===== config.mk =====
export PLATFORM = sky130hd
export DESIGN_NAME = vertical_skew_feeder_flat
export DESIGN_NICKNAME = d
export VERILOG_FILES = /design/src/rtl/vertical_skew_feeder_if.sv /design/src/rtl/vertical_skew_feeder.sv /design/src/flat_wrapper.sv
export SDC_FILE = /design/constraint.sdc
export NUM_CORES = 1
export LEC_CHECK = 0
export CAP_MARGIN = 20
export CORE_UTILIZATION = 55
export DETAILED_ROUTE_END_ITERATION = 10
export DONT_BUFFER_PORTS = 1
export PLACE_DENSITY = 0.7
export SETUP_SLACK_MARGIN = 0.1
export SKIP_CTS_REPAIR_TIMING = 1
export SLEW_MARGIN = 20
export SYNTH_ARGS = -nofsm -noshare
export SYNTH_HDL_FRONTEND = slang
export SYNTH_SLANG_ARGS = --single-unit

===== constraint.sdc =====
create_clock -name clk -period 5.95 [get_ports clk]
set_input_delay 1.4875 -clock clk [delete_from_list [all_inputs] [get_ports clk]]
set_output_delay 1.4875 -clock clk [all_outputs]
set_load 0.1 [all_outputs]

===== src/rtl/vertical_skew_feeder_if.sv =====
// rtl/vertical_skew_feeder_if.sv - row input stream and per-column FIFO write port
interface vertical_skew_feeder_if #(
   parameter int DATA_W = 8,
   parameter int COLS   = 16
);
   logic              in_valid;
   logic              in_ready;
   logic [DATA_W-1:0] in_row [COLS-1:0];
   logic [COLS-1:0]   fifo_WREADY_col;
   logic [COLS-1:0]   fifo_WVALID_col;
   logic [DATA_W-1:0] out_col [COLS-1:0];

   modport master (
      output in_valid, in_row, fifo_WREADY_col,
      input  in_ready, fifo_WVALID_col, out_col
   );

   modport slave (
      input  in_valid, in_row, fifo_WREADY_col,
      output in_ready, fifo_WVALID_col, out_col
   );
endinterface


===== src/rtl/vertical_skew_feeder.sv =====
// rtl/vertical_skew_feeder.sv - skews tile rows into per-column FIFOs for a systolic array
// Column j sees row data j+1 advances after acceptance; every line stalls together.
module vertical_skew_feeder #(
   parameter int DATA_W = 8,
   parameter int COLS   = 16
) (
   input  logic                  clk,
   input  logic                  rst,
   input  logic                  start,
   input  logic [7:0]            cfg_rows,
   vertical_skew_feeder_if.slave bus,
   output logic                  busy,
   output logic                  tile_done
);
   typedef enum logic [1:0] {IDLE, FEED, DRAIN, DONE} state_t;

   state_t          state;
   logic [7:0]      rows_q;
   logic [7:0]      row_cnt;
   logic [4:0]      drain_cnt;
   logic [COLS-1:0] last_valid;
   logic            advance;
   logic            load;

   // A single stalled column freezes all lines so the diagonal skew never breaks.
   assign advance             = &(~last_valid | bus.fifo_WREADY_col);
   assign bus.in_ready        = (state == FEED) && advance;
   assign load                = bus.in_valid && bus.in_ready;
   assign bus.fifo_WVALID_col = last_valid & {COLS{advance}};
   assign busy                = (state == FEED) || (state == DRAIN);
   assign tile_done           = (state == DONE);

   for (genvar j = 0; j < COLS; j++) begin : g_col
      logic [DATA_W-1:0] dat [0:j];
      logic [j:0]        vld;

      always_ff @(posedge clk or negedge rst) begin
         if (!rst) begin
            for (int k = 0; k <= j; k++) dat[k] <= '0;
            vld <= '0;
         end else if (advance) begin
            for (int k = j; k > 0; k--) begin
               dat[k] <= dat[k-1];
               vld[k] <= vld[k-1];
            end
            dat[0] <= load ? bus.in_row[j] : '0;
            vld[0] <= load;
         end
      end

      assign last_valid[j] = vld[j];
      assign bus.out_col[j] = dat[j];
   end

   always_ff @(posedge clk or negedge rst) begin
      if (!rst) begin
         state     <= IDLE;
         rows_q    <= '0;
         row_cnt   <= '0;
         drain_cnt <= '0;
      end else begin
         case (state)
            IDLE: begin
               if (start) begin
                  rows_q  <= cfg_rows;
                  row_cnt <= '0;
                  state   <= (cfg_rows == 8'd0) ? DONE : FEED;
               end
            end
            FEED: begin
               if (load) begin
                  row_cnt <= row_cnt + 8'd1;
                  if (row_cnt == rows_q - 8'd1) begin
                     state     <= DRAIN;
                     drain_cnt <= '0;
                  end
               end
            end
            DRAIN: begin
               // COLS advances flush the deepest line after the last row.
               if (advance) begin
                  drain_cnt <= drain_cnt + 5'd1;
                  if (drain_cnt == 5'(COLS - 1)) state <= DONE;
               end
            end
            DONE:    state <= IDLE;
            default: state <= IDLE;
         endcase
      end
   end
endmodule


===== src/flat_wrapper.sv =====
// flat-port wrapper written by rule: the top's interface ports become plain ports
module vertical_skew_feeder_flat 
#(
   parameter int DATA_W = 8,
   parameter int COLS   = 16
)
  (clk, rst, start, cfg_rows, busy, tile_done, bus_in_valid, bus_in_row, bus_fifo_WREADY_col, bus_in_ready, bus_fifo_WVALID_col, bus_out_col);
  vertical_skew_feeder_if #(.DATA_W(DATA_W), .COLS(COLS)) bus_i ();
  input  logic clk;
  input  logic rst;
  input  logic start;
  input  logic [7:0] cfg_rows;
  output logic busy;
  output logic tile_done;
  input wire logic [$bits(bus_i.in_valid)-1:0] bus_in_valid;
  input wire logic [$bits(bus_i.in_row)-1:0] bus_in_row;
  input wire logic [$bits(bus_i.fifo_WREADY_col)-1:0] bus_fifo_WREADY_col;
  output wire logic [$bits(bus_i.in_ready)-1:0] bus_in_ready;
  output wire logic [$bits(bus_i.fifo_WVALID_col)-1:0] bus_fifo_WVALID_col;
  output wire logic [$bits(bus_i.out_col)-1:0] bus_out_col;
  assign bus_i.in_valid = bus_in_valid;
  assign bus_i.in_row = {>>{bus_in_row}};
  assign bus_i.fifo_WREADY_col = bus_fifo_WREADY_col;
  assign bus_in_ready = bus_i.in_ready;
  assign bus_fifo_WVALID_col = bus_i.fifo_WVALID_col;
  assign bus_out_col = {>>{bus_i.out_col}};
  vertical_skew_feeder #(.DATA_W(DATA_W), .COLS(COLS)) u_core (.clk(clk), .rst(rst), .start(start), .cfg_rows(cfg_rows), .bus(bus_i), .busy(busy), .tile_done(tile_done));
endmodule

[After elaboration in Yosys (flattened, before gate mapping)]
Cells that the tools add are included.
W data, S select, Z words.
Operators by class
  add/subtract/negate cells: 3
  eq/ne operators: 10
  multiplexer cells: 30
  bitwise gates (word level): 3
  reductions and logical operators: 12
Operators by type and width (number)
  $mux W8: 18
  $and A16 B16 Y16: 1
  $not A16 Y16: 1
  $or A16 B16 Y16: 1
  $pmux W8 S2: 1
  $reduce_and A16 Y1: 1
  $mux W5: 3
  $mux W2: 6
  $pmux W5 S2: 1
  $add A8 B1 Y8 const B: 1
  $eq A8 B8 Y1: 1
  $logic_not A8 Y1: 1
  $pmux W2 S4: 1
  $sub A8 B1 Y8 const B: 1
  $ne A2 B2 Y1 const B: 3
  $add A5 B1 Y5 const B: 1
  $eq A5 B4 Y1 const B: 1
  $reduce_and A5 Y1: 1
  $eq A2 B2 Y1 const B: 2
  $ne A2 B1 Y1 const B: 2
  $reduce_and A4 Y1: 1
  $reduce_bool A2 Y1: 2
  $reduce_and A3 Y1: 1
  $eq A2 B1 Y1 const B: 1
  other kinds (4): 5
Word-level totals
  bits in registers: 1247
  input port bits: 156
  output and inout bits: 147
  word-level logic and storage cells: 214

[Depth between registers and ports, before layout]
  depth after elaboration: 7
  depth in mapped cells: 10
  mapped depth without buffers: 9

[Worst setup path before layout]
OpenSTA, ideal clock, no wires.
  path type: input port to output port
  start: input port bus_fifo_WREADY_col[14]
  end: output port bus_fifo_WVALID_col[15]
  arrival time: 3500 ps
  data required time: 4463 ps
  slack: 962 ps
  stages: 7
  buffers on the path: 3
  cell sequence: inv_1 -> a2111oi_0 -> and4_1 -> buf_2 -> buf_4 -> buf_2 -> and2_1
Between the ends
  cells in the longest elaborated chain, start to end: 3
RTL lines
  from (decl): RTL line flat_wrapper.sv:17  | input wire logic [$bits(bus_i.fifo_WREADY_col)-1:0] bus_fifo_WREADY_col;
  $or A16 B16 Y16: RTL line vertical_skew_feeder.sv:26  | assign advance = &(~last_valid | bus.fifo_WREADY_col);
  $reduce_and A16 Y1: RTL line vertical_skew_feeder.sv:26
  $and A16 B16 Y16: RTL line vertical_skew_feeder.sv:29  | assign bus.fifo_WVALID_col = last_valid & {COLS{advance}};
  to (decl): RTL line flat_wrapper.sv:19  | output wire logic [$bits(bus_i.fifo_WVALID_col)-1:0] bus_fifo_WVALID_col;
Every way passes these cells.

[Worst setup path after layout]
  start: input port bus_fifo_WREADY_col[12]
  end: output port bus_fifo_WVALID_col[3]
Same word-level chain as after synthesis.

==> metrics <==
status finished clean; synthesized netlist cell count 4,711; Area contributors post-synth dfrtp_1, nand2_1, buf_4, a22o_1, buf_2; Top FF cell, synth dfrtp_1; GRT Overall Usage 0.202; Syn Nets 4,875; Max Cap Viol 0; peak fanout along the critical path 20; WL per Instance 14.2 µm; drt first-iter violations 2,386; IO Count 303; total grt overflow 0; Yosys top cell area share 0.646; Die W 284 µm; Routed WL 80,000 µm; total number of vias 28,300; Setup violations, final 0; WS Path Type primary input to output port; Final Critical Period 4620 ps; Starting Density 0.560; slowest CP cell a2111oi_0; vias in the first global route 27,800; die height 284 µm; Post-Route Skew 25.3 ps; DP HPWL 43,600 µm; full die area 80,500 µm²; initial antenna violation count 2; via/cell ratio 5.03; row count 102; Crit. path cell count 5; Final Hold Viols 0; share of cells above drive strength 1 0.0533; CTS tree built; Largest stage delay, worst path 640 ps; CP top delay family simple AND/OR/NAND/NOR gates; Fillers 6,582; Worst Setup End Kind output port; gpl congestion 0.757; Yosys cell types 48; largest net degree at the start of global routing 1,128; deepest clock path buffer count 3; setup TNS 0 ps; Syn Std Cell Area 43,700 µm²; yosys warns 0; synthesis-to-layout area growth 8.38%; Seq/Total Area, Yosys 0.646; ys async rst share 1.00; Post-synth EDFFs 0; hold path depth 2; Final ANT Viol Nets 0; R2R depth 7; PortBufs 0; DRT Pass-1 Iters 5; synthesized area per cell 9.27 µm²; Worst Hold Class flip-flop to flip-flop; first-pass GRT wire length 138,000 µm; maximum clock rate 0.217 GHz; RSZ-0062 raised after global routing false; Layout Nets 4,662; clock-pin slew on the worst setup and hold paths 60 ps; worst skew pair latency 670 ps; CTS H-Tree Depth 3; Slew Limit Headroom 0.181; Root Buffer clkbuf_16; cts bufs inserted 111; part of the cycle the worst path needs 0.776; Critical Path AT 3130 ps; crit start category primary input; total number of clock tree sinks 1,127; Buffers & Inverters on Critical Path 1; post-synthesis register bit count 1,127; core footprint 78,000 µm²; fin. max-slew vios 0; actual slew at the worst max-slew pin 1230 ps; critical path, cell by cell nor2b_1 -> a2111oi_0 -> and4_4 -> and2_1 -> buf_4; DRC viols 0; Crit path required time 4460 ps; area leader, netlist dfrtp_1
## through the flow
stage               hold WS, ps  cell area, µm²  setup slack (ps)   util  cells
finish                      453           47300              1330  0.607   5635
global route                473           47300              1250  0.607   5634
CTS                         455           47100              1370  0.605   5627
detailed placement          448           43200              1360  0.555   5419
global placement            443           43200              1330  0.555   5419
floorplan                   439           43700               962      -   4711
## cell type report
class / count / area, µm² / share of cell area
Antenna cell: 2 / 5.00 / 0.000106
Clock buffer: 167 / 3310 / 0.0700
Clock inverter: 41 / 588 / 0.0124
Inverter: 11 / 41.3 / 0.000873
Multi-Input combinational cell: 3200 / 13300 / 0.281
Sequential cell: 1127 / 28200 / 0.596
Tap cell: 1040 / 1300 / 0.0275
Timing Repair Buffer: 47 / 586 / 0.0124
## state kept, by name, indices dropped and copies added (netlist names)
name,cells
u_core.g_col.vld,16
u_core.g_col.dat,968
u_core.drain_cnt,5
u_core.state,2
u_core.row_cnt,8
u_core.rows_q,8
u_core.bus.out_col,120
## cell usage after synthesis (2+ instances only)
library cell  number
nor2_1            13
nand2b_1           5
nor3_1             6
inv_1             11
ha_1               8
a21oi_1            9
xnor2_1            5
and2_1            17
a31oi_1            4
a22o_1           129
dfrtp_1         1127
a2bb2oi_1          2
nor2b_1           16
clkbuf_1         100
o221ai_1           3
nand3_1            7
mux2i_1            3
nor4_1             4
nand4_1            4
a211oi_1           2
a21o_1            17
a221o_1            2
xor2_1             3
buf_2            113
o21ai_0            7
nand2_1         2898
buf_4            160
a2111oi_0          4
and3_1             5
mux2_2             9
## final timing paths
check,slack (ps),startpoint,to
worst max-delay path,1330,bus_fifo_WREADY_col[12],bus_fifo_WVALID_col[3]
worst min-delay path,450,u_core.g_col[9].dat[63],u_core.g_col[9].dat[55]
worst max register to register,2280,u_core.g_col[15].vld[12],u_core.g_col[13].dat[81]
worst min register to register,450,u_core.g_col[9].dat[63],u_core.g_col[9].dat[55]
max in group asynchronous,2320,rst,u_core.g_col[2].dat[21]
min in group asynchronous,520,rst,u_core.g_col[15].dat[15]
## worst min-delay path, cell delays in order (launching register included)
cell and delay, ps:
dfrtp_1 340, nand2_1 50, nand2_1 50
## routing by layer
layer	track usage	vias to the layer above	part of all wire
met5	0	-	0.00016
met4	0.0631	2	0.024
met3	0.0366	128	0.044
met2	0.313	421	0.46
met1	0.292	13800	0.47
li1	-	14000	-
## cell usage in the layout (no fill, tap or decap), types with 2 or more instances in the layout
| cell type | n |
|---|---|
| nand4_1 | 4 |
| a22o_1 | 129 |
| nand2b_1 | 5 |
| nor2_1 | 13 |
| clkinv_2 | 18 |
| nand2_1 | 2898 |
| o21ai_0 | 7 |
| nand3_1 | 7 |
| a221o_1 | 2 |
| clkbuf_16 | 114 |
| mux2_2 | 9 |
| clkinv_8 | 2 |
| a21o_1 | 17 |
| bufinv_16 | 12 |
| clkbuf_1 | 27 |
| xnor2_1 | 5 |
| diode_2 | 2 |
| buf_4 | 32 |
| a2bb2oi_1 | 2 |
| clkbuf_8 | 26 |
| a2111oi_0 | 4 |
| buf_16 | 6 |
| and3_1 | 4 |
| buf_12 | 9 |
| ha_1 | 8 |
| a31oi_1 | 4 |
| dfrtp_1 | 1127 |
| xor2_1 | 3 |
| a21oi_1 | 9 |
| nor4_1 | 4 |
| a211oi_1 | 2 |
| clkinv_4 | 2 |
| o221ai_1 | 3 |
| nor2b_1 | 16 |
| inv_1 | 11 |
| and2_1 | 17 |
| nor3_1 | 6 |
| mux2i_1 | 3 |
| clkinvlp_4 | 5 |
## kinds of logic (layout without fill, tap and decap cells)
logic type | count (synthesis) | in the layout | synth area share
AOI/OAI and AO/OA | 187 | 187 | 0.0355
buffers and inverters | 384 | 266 | 0.0500
other | 0 | 2 | 0
xor gates and xnor gates | 9 | 9 | 0.00198
muxes | 13 | 13 | 0.00335
and+or+nand+nor | 2983 | 2983 | 0.261
DFF | 1127 | 1127 | 0.646
adders and majority gates | 8 | 8 | 0.00229
Power is not shown: default switching activity piles up to over one toggle a cycle in this logic, so the estimate is an artifact.
